## src/rtl/mul_div_unit_if.sv

```systemverilog
// Request/response bundle between the issuing pipeline and the RV32M multiply/divide unit.
interface mul_div_unit_if;
  logic        start;
  logic [2:0]  funct3;
  logic [31:0] rs1_data;
  logic [31:0] rs2_data;
  logic [4:0]  rd_in;
  logic        busy;
  logic        done;
  logic [31:0] result;
  logic [4:0]  rd_out;
  logic        wen;
  logic        illegal;

  modport master (
    output start, funct3, rs1_data, rs2_data, rd_in,
    input  busy, done, result, rd_out, wen, illegal
  );

  modport slave (
    input  start, funct3, rs1_data, rs2_data, rd_in,
    output busy, done, result, rd_out, wen, illegal
  );
endinterface

```

## src/rtl/mul_div_unit.sv

```systemverilog
// Iterative RV32M multiply/divide unit: 32-cycle shift-add multiplier and restoring divider.
// Define MULDIV_DIV_EN to include the divider; without it, divide/remainder ops report illegal.
module mul_div_unit (
  input  logic          clk,
  input  logic          reset_n,
  mul_div_unit_if.slave bus
);

  typedef enum logic [1:0] {
    ST_IDLE = 2'd0,
    ST_MUL  = 2'd1,
`ifdef MULDIV_DIV_EN
    ST_DIV  = 2'd2,
`endif
    ST_DONE = 2'd3
  } state_t;

  state_t      state_reg;
  logic [1:0]  op_reg;
  logic [4:0]  rd_reg;
  logic [5:0]  cnt_reg;

  logic [63:0] acc_reg;
  logic [63:0] mcand_reg;
  logic [31:0] mplr_reg;
  logic        mplr_neg_reg;

  logic [31:0] result_reg;
  logic [4:0]  rd_out_reg;
  logic        done_reg;
  logic        wen_reg;
  logic        illegal_reg;

  logic        a_signed;
  logic        b_signed;
  logic [63:0] acc_sum;
  logic [63:0] product;

  logic        finish;
  logic [31:0] fin_result;
  logic        fin_illegal;

`ifdef MULDIV_DIV_EN
  logic [31:0] rem_reg;
  logic [31:0] quot_reg;
  logic [31:0] dvsr_reg;
  logic [31:0] dividend_reg;
  logic        q_neg_reg;
  logic        r_neg_reg;
  logic        div_zero_reg;
  logic        div_ovf_reg;

  logic        d_signed;
  logic        a_neg;
  logic        b_neg;
  logic [32:0] shifted;
  logic        fits;
  logic [31:0] quot_fix;
  logic [31:0] rem_fix;
`else
  logic        bad_op_reg;
`endif

  assign bus.busy    = (state_reg != ST_IDLE);
  assign bus.done    = done_reg;
  assign bus.result  = result_reg;
  assign bus.rd_out  = rd_out_reg;
  assign bus.wen     = wen_reg;
  assign bus.illegal = illegal_reg;

  // MUL/MULH signed x signed, MULHSU signed x unsigned, MULHU unsigned x unsigned
  assign a_signed = ~(bus.funct3[1] & bus.funct3[0]);
  assign b_signed = ~bus.funct3[1];

  // The 33rd multiplier bit carries weight -2^32, so it is applied as a final subtraction.
  always_comb begin
    acc_sum = acc_reg + (mplr_reg[0] ? mcand_reg : 64'd0);
    product = acc_reg - (mplr_neg_reg ? mcand_reg : 64'd0);
  end

`ifdef MULDIV_DIV_EN
  assign d_signed = ~bus.funct3[0];
  assign a_neg    = d_signed & bus.rs1_data[31];
  assign b_neg    = d_signed & bus.rs2_data[31];

  always_comb begin
    shifted  = {rem_reg, quot_reg[31]};
    fits     = (shifted >= {1'b0, dvsr_reg});
    quot_fix = q_neg_reg ? -quot_reg : quot_reg;
    rem_fix  = r_neg_reg ? -rem_reg : rem_reg;
  end
`endif

  always_comb begin
    finish      = 1'b0;
    fin_result  = 32'd0;
    fin_illegal = 1'b0;
    case (state_reg)
      ST_MUL: begin
`ifndef MULDIV_DIV_EN
        if (bad_op_reg) begin
          finish      = 1'b1;
          fin_illegal = 1'b1;
        end else
`endif
        if (cnt_reg == 6'd32) begin
          finish     = 1'b1;
          fin_result = (op_reg == 2'b00) ? product[31:0] : product[63:32];
        end
      end
`ifdef MULDIV_DIV_EN
      ST_DIV: begin
        if (cnt_reg == 6'd0 && div_zero_reg) begin
          finish     = 1'b1;
          fin_result = op_reg[1] ? dividend_reg : 32'hFFFF_FFFF;
        end else if (cnt_reg == 6'd0 && div_ovf_reg) begin
          finish     = 1'b1;
          fin_result = op_reg[1] ? 32'd0 : 32'h8000_0000;
        end else if (cnt_reg == 6'd32) begin
          finish     = 1'b1;
          fin_result = op_reg[1] ? rem_fix : quot_fix;
        end
      end
`endif
      default: ;
    endcase
  end

  always_ff @(posedge clk or negedge reset_n) begin
    if (!reset_n) begin
      state_reg    <= ST_IDLE;
      op_reg       <= 2'd0;
      rd_reg       <= 5'd0;
      cnt_reg      <= 6'd0;
      acc_reg      <= 64'd0;
      mcand_reg    <= 64'd0;
      mplr_reg     <= 32'd0;
      mplr_neg_reg <= 1'b0;
      result_reg   <= 32'd0;
      rd_out_reg   <= 5'd0;
      done_reg     <= 1'b0;
      wen_reg      <= 1'b0;
      illegal_reg  <= 1'b0;
`ifdef MULDIV_DIV_EN
      rem_reg      <= 32'd0;
      quot_reg     <= 32'd0;
      dvsr_reg     <= 32'd0;
      dividend_reg <= 32'd0;
      q_neg_reg    <= 1'b0;
      r_neg_reg    <= 1'b0;
      div_zero_reg <= 1'b0;
      div_ovf_reg  <= 1'b0;
`else
      bad_op_reg   <= 1'b0;
`endif
    end else begin
      done_reg    <= 1'b0;
      wen_reg     <= 1'b0;
      illegal_reg <= 1'b0;
      case (state_reg)
        ST_IDLE: begin
          if (bus.start) begin
            op_reg       <= bus.funct3[1:0];
            rd_reg       <= bus.rd_in;
            cnt_reg      <= 6'd0;
            acc_reg      <= 64'd0;
            mcand_reg    <= a_signed ? {{32{bus.rs1_data[31]}}, bus.rs1_data}
                                     : {32'd0, bus.rs1_data};
            mplr_reg     <= bus.rs2_data;
            mplr_neg_reg <= b_signed & bus.rs2_data[31];
`ifdef MULDIV_DIV_EN
            rem_reg      <= 32'd0;
            quot_reg     <= a_neg ? -bus.rs1_data : bus.rs1_data;
            dvsr_reg     <= b_neg ? -bus.rs2_data : bus.rs2_data;
            dividend_reg <= bus.rs1_data;
            q_neg_reg    <= a_neg ^ b_neg;
            r_neg_reg    <= a_neg;
            div_zero_reg <= (bus.rs2_data == 32'd0);
            div_ovf_reg  <= d_signed && (bus.rs1_data == 32'h8000_0000)
                                     && (bus.rs2_data == 32'hFFFF_FFFF);
            state_reg    <= bus.funct3[2] ? ST_DIV : ST_MUL;
`else
            bad_op_reg   <= bus.funct3[2];
            state_reg    <= ST_MUL;
`endif
          end
        end
        ST_MUL: begin
          if (!finish) begin
            acc_reg   <= acc_sum;
            mcand_reg <= mcand_reg << 1;
            mplr_reg  <= mplr_reg >> 1;
            cnt_reg   <= cnt_reg + 6'd1;
          end
        end
`ifdef MULDIV_DIV_EN
        ST_DIV: begin
          if (!finish) begin
            rem_reg  <= fits ? 32'(shifted - {1'b0, dvsr_reg}) : shifted[31:0];
            quot_reg <= {quot_reg[30:0], fits};
            cnt_reg  <= cnt_reg + 6'd1;
          end
        end
`endif
        ST_DONE: state_reg <= ST_IDLE;
        default: state_reg <= ST_IDLE;
      endcase

      if (finish) begin
        state_reg   <= ST_DONE;
        done_reg    <= 1'b1;
        result_reg  <= fin_result;
        rd_out_reg  <= rd_reg;
        wen_reg     <= (rd_reg != 5'd0) && !fin_illegal;
        illegal_reg <= fin_illegal;
      end
    end
  end

endmodule

```

## src/flat_wrapper.sv

```systemverilog
// flat-port wrapper written by rule: the top's interface ports become plain ports
module mul_div_unit_flat 
  (clk, reset_n, bus_start, bus_funct3, bus_rs1_data, bus_rs2_data, bus_rd_in, bus_busy, bus_done, bus_result, bus_rd_out, bus_wen, bus_illegal);
  mul_div_unit_if bus_i ();
  input  logic clk;
  input  logic reset_n;
  input wire logic [$bits(bus_i.start)-1:0] bus_start;
  input wire logic [$bits(bus_i.funct3)-1:0] bus_funct3;
  input wire logic [$bits(bus_i.rs1_data)-1:0] bus_rs1_data;
  input wire logic [$bits(bus_i.rs2_data)-1:0] bus_rs2_data;
  input wire logic [$bits(bus_i.rd_in)-1:0] bus_rd_in;
  output wire logic [$bits(bus_i.busy)-1:0] bus_busy;
  output wire logic [$bits(bus_i.done)-1:0] bus_done;
  output wire logic [$bits(bus_i.result)-1:0] bus_result;
  output wire logic [$bits(bus_i.rd_out)-1:0] bus_rd_out;
  output wire logic [$bits(bus_i.wen)-1:0] bus_wen;
  output wire logic [$bits(bus_i.illegal)-1:0] bus_illegal;
  assign bus_i.start = bus_start;
  assign bus_i.funct3 = bus_funct3;
  assign bus_i.rs1_data = bus_rs1_data;
  assign bus_i.rs2_data = bus_rs2_data;
  assign bus_i.rd_in = bus_rd_in;
  assign bus_busy = bus_i.busy;
  assign bus_done = bus_i.done;
  assign bus_result = bus_i.result;
  assign bus_rd_out = bus_i.rd_out;
  assign bus_wen = bus_i.wen;
  assign bus_illegal = bus_i.illegal;
  mul_div_unit u_core (.clk(clk), .reset_n(reset_n), .bus(bus_i));
endmodule
```

## config.mk

```make
export PLATFORM = sky130hd
export DESIGN_NAME = mul_div_unit_flat
export DESIGN_NICKNAME = d
export VERILOG_FILES = /design/src/rtl/mul_div_unit_if.sv /design/src/rtl/mul_div_unit.sv /design/src/flat_wrapper.sv
export SDC_FILE = /design/constraint.sdc
export NUM_CORES = 1
export LEC_CHECK = 0
export CAP_MARGIN = 10
export CELL_PAD_IN_SITES_DETAIL_PLACEMENT = 1
export CELL_PAD_IN_SITES_GLOBAL_PLACEMENT = 1
export CORE_MARGIN = 2
export CORE_UTILIZATION = 35
export CTS_BUF_LIST = sky130_fd_sc_hd__clkbuf_8
export DETAILED_ROUTE_END_ITERATION = 8
export PLACE_DENSITY = 0.73
export SYNTH_ARGS = -nofsm -noshare
export SYNTH_HDL_FRONTEND = slang
export SYNTH_SLANG_ARGS = --single-unit
export TNS_END_PERCENT = 5
```

## constraint.sdc

```tcl
create_clock -name clk -period 3.45 [get_ports clk]
set_input_delay 0.69 -clock clk [delete_from_list [all_inputs] [get_ports clk]]
set_output_delay 0.69 -clock clk [all_outputs]
set_load 0.02 [all_outputs]
```

# Word level (Yosys, flattened, before mapping)
# Cells that the tools add are included.
# classes
add_sub_neg,3
eq_ne,6
mux,30
bitwise,3
n_reduce_logical,10
# ops
op,count
$mux W64,7
$pmux W64 S2,2
$mux W32,6
$add A64 B64 Y64,1
$pmux W32 S2,1
$sub A64 B64 Y64,1
$mux W6,2
$pmux W6 S2,1
$mux W1,8
$add A6 B1 Y6 const B,1
$eq A6 B6 Y1 const B,1
$reduce_bool A5 Y1,1
$logic_not A2 Y1,2
$mux W2,2
$ne A2 B2 Y1 const B,2
$pmux W2 S2,1
$reduce_and A2 Y1,2
$reduce_bool A2 Y1,2
$ne A3 B2 Y1 const B,1
$reduce_and A3 Y1,1
$and A1 B1 Y1,2
$eq A2 B1 Y1 const B,1
$ne A2 B1 Y1 const B,1
$logic_and A1 B1 Y1,1
other kinds (2),2
# totals
register_bits,217
in_bits,75
out_inout_bits,41
word_cells,66

# Logic depth before layout (Yosys ltp)
# logic_depth
depth_word,6
ltp_mapped,15
ltp_nobuf,13

# Least setup slack after synthesis
# Ideal clock, no wire load.
# synth_path
path_type,reg-to-reg
startpoint,reg u_core.mplr_reg[0]
endpoint,reg u_core.acc_reg[62]
setup_ns,0.122
t_arrival_ns,3.670
t_required_ns,3.328
path_slack_ns,-0.342
path_stages_with_launch,16
n_path_buf,2
period_less_slack_ns,3.792
path_cell_list,dfrtp_1 -> clkbuf_1 -> clkbuf_1 -> and2_1 -> ha_1 -> fa_1 -> a211oi_2 -> o21a_1 -> nor3_1 -> nor3_2 -> a2111oi_1 -> nor4b_2 -> o31ai_1 -> a221o_1 -> or4_1 -> a32o_1
# synth_between
elab_chain_cells,4
# synth_rtl
item,line,rtl
from (decl),mul_div_unit.sv:25,logic [31:0] mplr_reg;
from (signal assigned),mul_div_unit.sv:169,mplr_reg <= bus.rs2_data;
from (signal assigned),mul_div_unit.sv:192,mplr_reg <= mplr_reg >> 1;
$mux W64,mul_div_unit.sv:77,acc_sum = acc_reg + (mplr_reg[0] ? mcand_reg : 64'd0);
$add A64 B64 Y64,mul_div_unit.sv:77,
$mux W64,mul_div_unit.sv:189,if (!finish) begin
$pmux W64 S2,mul_div_unit.sv:160,case (state_reg)
to (signal assigned),mul_div_unit.sv:190,acc_reg <= acc_sum;
to (decl),mul_div_unit.sv:23,logic [63:0] acc_reg;
# No other way between the ends. The select of a mux whose other input is x is not followed.
# A chain may end at the register's enable or synchronous reset.

# Worst setup path in the final report
# Ends and elaborated chain as after synthesis.

==> results.cfg <==
[clocking]
clkTransAtPathRegs_ns = 0.08
cts_tree = built
cts-root-buf = clkbuf_8
cts-hold-fix-buffers = 0
clock-sinks = 217
cts_buffer_depth = 3
clk_latency_ns = 0.66
cts_made_buffers = 43
htree_levels = 2

[timing]
fin_ws_ns = -0.275
period_minus_slack_ns = 3.73
setup_viol = 23
period_share_pct = 108
max_slew_margin_pct = 39.5
hold_viol_final = 0
max_clock_freq_mhz = 268
rsz0062_at_grt = yes
skew_ns = 0.0551
worst_pin_slew_ns = 0.899
finalSetupTns_ns = -2.50
hold_slack_ns = 0.0513
drv_slew = 0

[synth]
synth_edf_count = 0
async_flop_share_pct = 100
syn-num-nets = 2239
synthFlopType = dfrtp_1
ys_ff_latch = 217
ys_types = 71
yosys_warnings = 0
syn_area_per_cell_um2 = 8.26
ys_seq_area_share_pct = 32.5
syn_inst = 2026
synthesis.area_um2 = 16700

[cells_and_area]
area_delta_synth_final_pct = 36.8
multi_input_comb_area_um2 = 11300
layout_commonest_cell = buf_4
final_cell_mix = 399 x buf_4, 343 x nand2_1, 216 x dfrtp_1
nets = 2689
final_layout_size_suffix_gt1_share_pct = 24.0
regArea_um2 = 5430
finalNonFillerCells = 3121
final_core_util_pct = 48.2
fillerInstances = 5615

[critical_path]
path_buf_inv = 2
slowest_stage = dfrtp_1
cp_top_family = compound AO/OA/AOI/OAI gates
cp_cell_sequence = buf_6 -> buf_12 -> and2_1 -> ha_4 -> a21oi_2 -> o221ai_1 -> o21bai_2 -> a311oi_2 -> o31ai_2 -> nor4b_4 -> o31ai_2 -> a221o_1 -> or4_1 -> a32o_1
end_kind = flip-flop
critPathLaunchType = flip-flop
worstSetupPathType = reg2reg
cp_slowest_stage_delay_ns = 0.41
cp_max_fo = 20
crit_arrival_ns = 4.23
worstPathRequired_ns = 3.96
cp_common_cell = o31ai_2

[job]
maxCapViolCount = 0

[route]
drt-total-wl_um = 63900
wl_per_cell_um = 20.5
viasPerCell = 5.56
firstDrtPassIters = 5
remaining_drc_errors = 0
vias = 17300
drt.antenna.violating_nets = 0
drtIter0Drc = 1050

[floorplan]
rows = 80
start_util_pct = 35.3
dieArea_um2 = 49600
boundaryPins = 116
dieWidth_um = 223
coreArea_um2 = 47400
die_y_um = 223

[grt]
grt_max_degree = 99
antenna_found_initial = 0
grt_pass1_vias = 18600
grt_pass1_wl_um = 102000
grtUsageTotal_pct = 25.7
grt_overflow = 0

[pwr]
ir_drop_mv = 0.475
powerDensity_nw_per_um2 = 1080
leakagePower_uw = 0.0110
finalPower_uw = 24700

[placement]
gp_congestion = 0.965
portBuffers = 115
hpwl_um = 49000
place_inst = 3038

[worst_hold_path]
hold_class = in2async

[status]
failed_checks = setup timing
status = complete, but fails checks
[per-layer routing]
| metal | wire length (um) | vias up | GRT usage (%) |
|---|---|---|---|
| li1 | - | 8221 | - |
| met1 | 28300 | 8659 | 33.0 |
| met2 | 31000 | 341 | 44.4 |
| met3 | 2350 | 120 | 3.21 |
| met4 | 2130 | 0 | 8.90 |
| met5 | 0 | - | 0 |
[synth_stat cells (7+ instances only)]
cell type | count | area [um^2]
nand2_1 | 345 | 1290
a211oi_1 | 18 | 135
xnor2_1 | 64 | 561
nand2b_1 | 12 | 75.1
a31oi_1 | 13 | 81.3
o31ai_1 | 15 | 113
ha_1 | 136 | 1700
and3_1 | 21 | 131
a21o_1 | 84 | 631
a21boi_0 | 7 | 52.6
nor2_1 | 77 | 289
nor2b_1 | 16 | 100
a22oi_1 | 55 | 413
nand3_1 | 56 | 280
dfrtp_1 | 217 | 5430
xor2_1 | 55 | 482
o21bai_1 | 25 | 188
nor3_1 | 26 | 130
o21a_1 | 7 | 52.6
inv_1 | 33 | 124
nand4_1 | 37 | 231
and2_1 | 72 | 450
a21oi_1 | 149 | 746
o21ai_0 | 189 | 946
a221o_1 | 32 | 320
mux2i_1 | 31 | 310
clkbuf_1 | 116 | 435
o211ai_1 | 12 | 90.1
[where the power goes]
group | switching [uW] | internal [uW]
Clock | 1290 | 1490
Combinational | 9820 | 7920
Sequential | 755 | 3440
[area by class of cell]
class,instances,area share (%)
Clock buffer,51,3.07
Clock inverter,23,0.733
Antenna cell,1,0.0109
Inverter,33,0.541
Tap cell,615,3.36
Timing Repair Buffer,529,19.2
Sequential cell,217,23.7
Multi-Input combinational cell,1652,49.3
[repair_timing]
action | in CTS | in global routing
pin swaps | 34 | 31
cloned | 0 | 0
setup buffers | 6 | 3
resized for setup | 74 | 57
endpoints found under the setup margin | 49 | 54
[worst paths after layout]
| check | slack (ns) | from | depth (start not counted) | to |
|---|---|---|---|---|
| worst max-delay path | -0.28 | u_core.mplr_reg[0] | 14 | u_core.acc_reg[62] |
| worst min-delay path | 0.05 | reset_n | 1 | u_core.acc_reg[32] |
| worst max register to register | -0.28 | u_core.mplr_reg[0] | 14 | u_core.acc_reg[62] |
| worst min register to register | 0.48 | u_core.bus.rd_out[2] | 2 | u_core.bus.rd_out[2] |
| max in group asynchronous | 2.45 | reset_n | 2 | u_core.mplr_reg[3] |
| min in group clk | 0.48 | u_core.bus.rd_out[2] | 2 | u_core.bus.rd_out[2] |
[kinds of logic (layout without fill, tap and decap cells)]
kind of cell | after synthesis | count (layout) | synth area share (%)
buffers and inverters | 157 | 636 | 3.62
and+or+nand+nor | 689 | 689 | 19.1
adders and majority gates | 138 | 138 | 10.4
xor gates and xnor gates | 120 | 120 | 6.37
muxes | 32 | 32 | 1.92
DFF | 217 | 217 | 32.5
AOI/OAI and AO/OA | 673 | 673 | 26.2
other | 0 | 1 | 0
[metrics by stage]
step | worst slack [ns] | instance area (um^2)
CTS | -0.368 | 22600
global placement | -0.501 | 21400
floorplan | -0.158 | 16800
finish | -0.275 | 22900
detailed placement | -0.554 | 21400
global route | -0.386 | 22900
No activity file was read; power rests on OpenSTA's default activity.
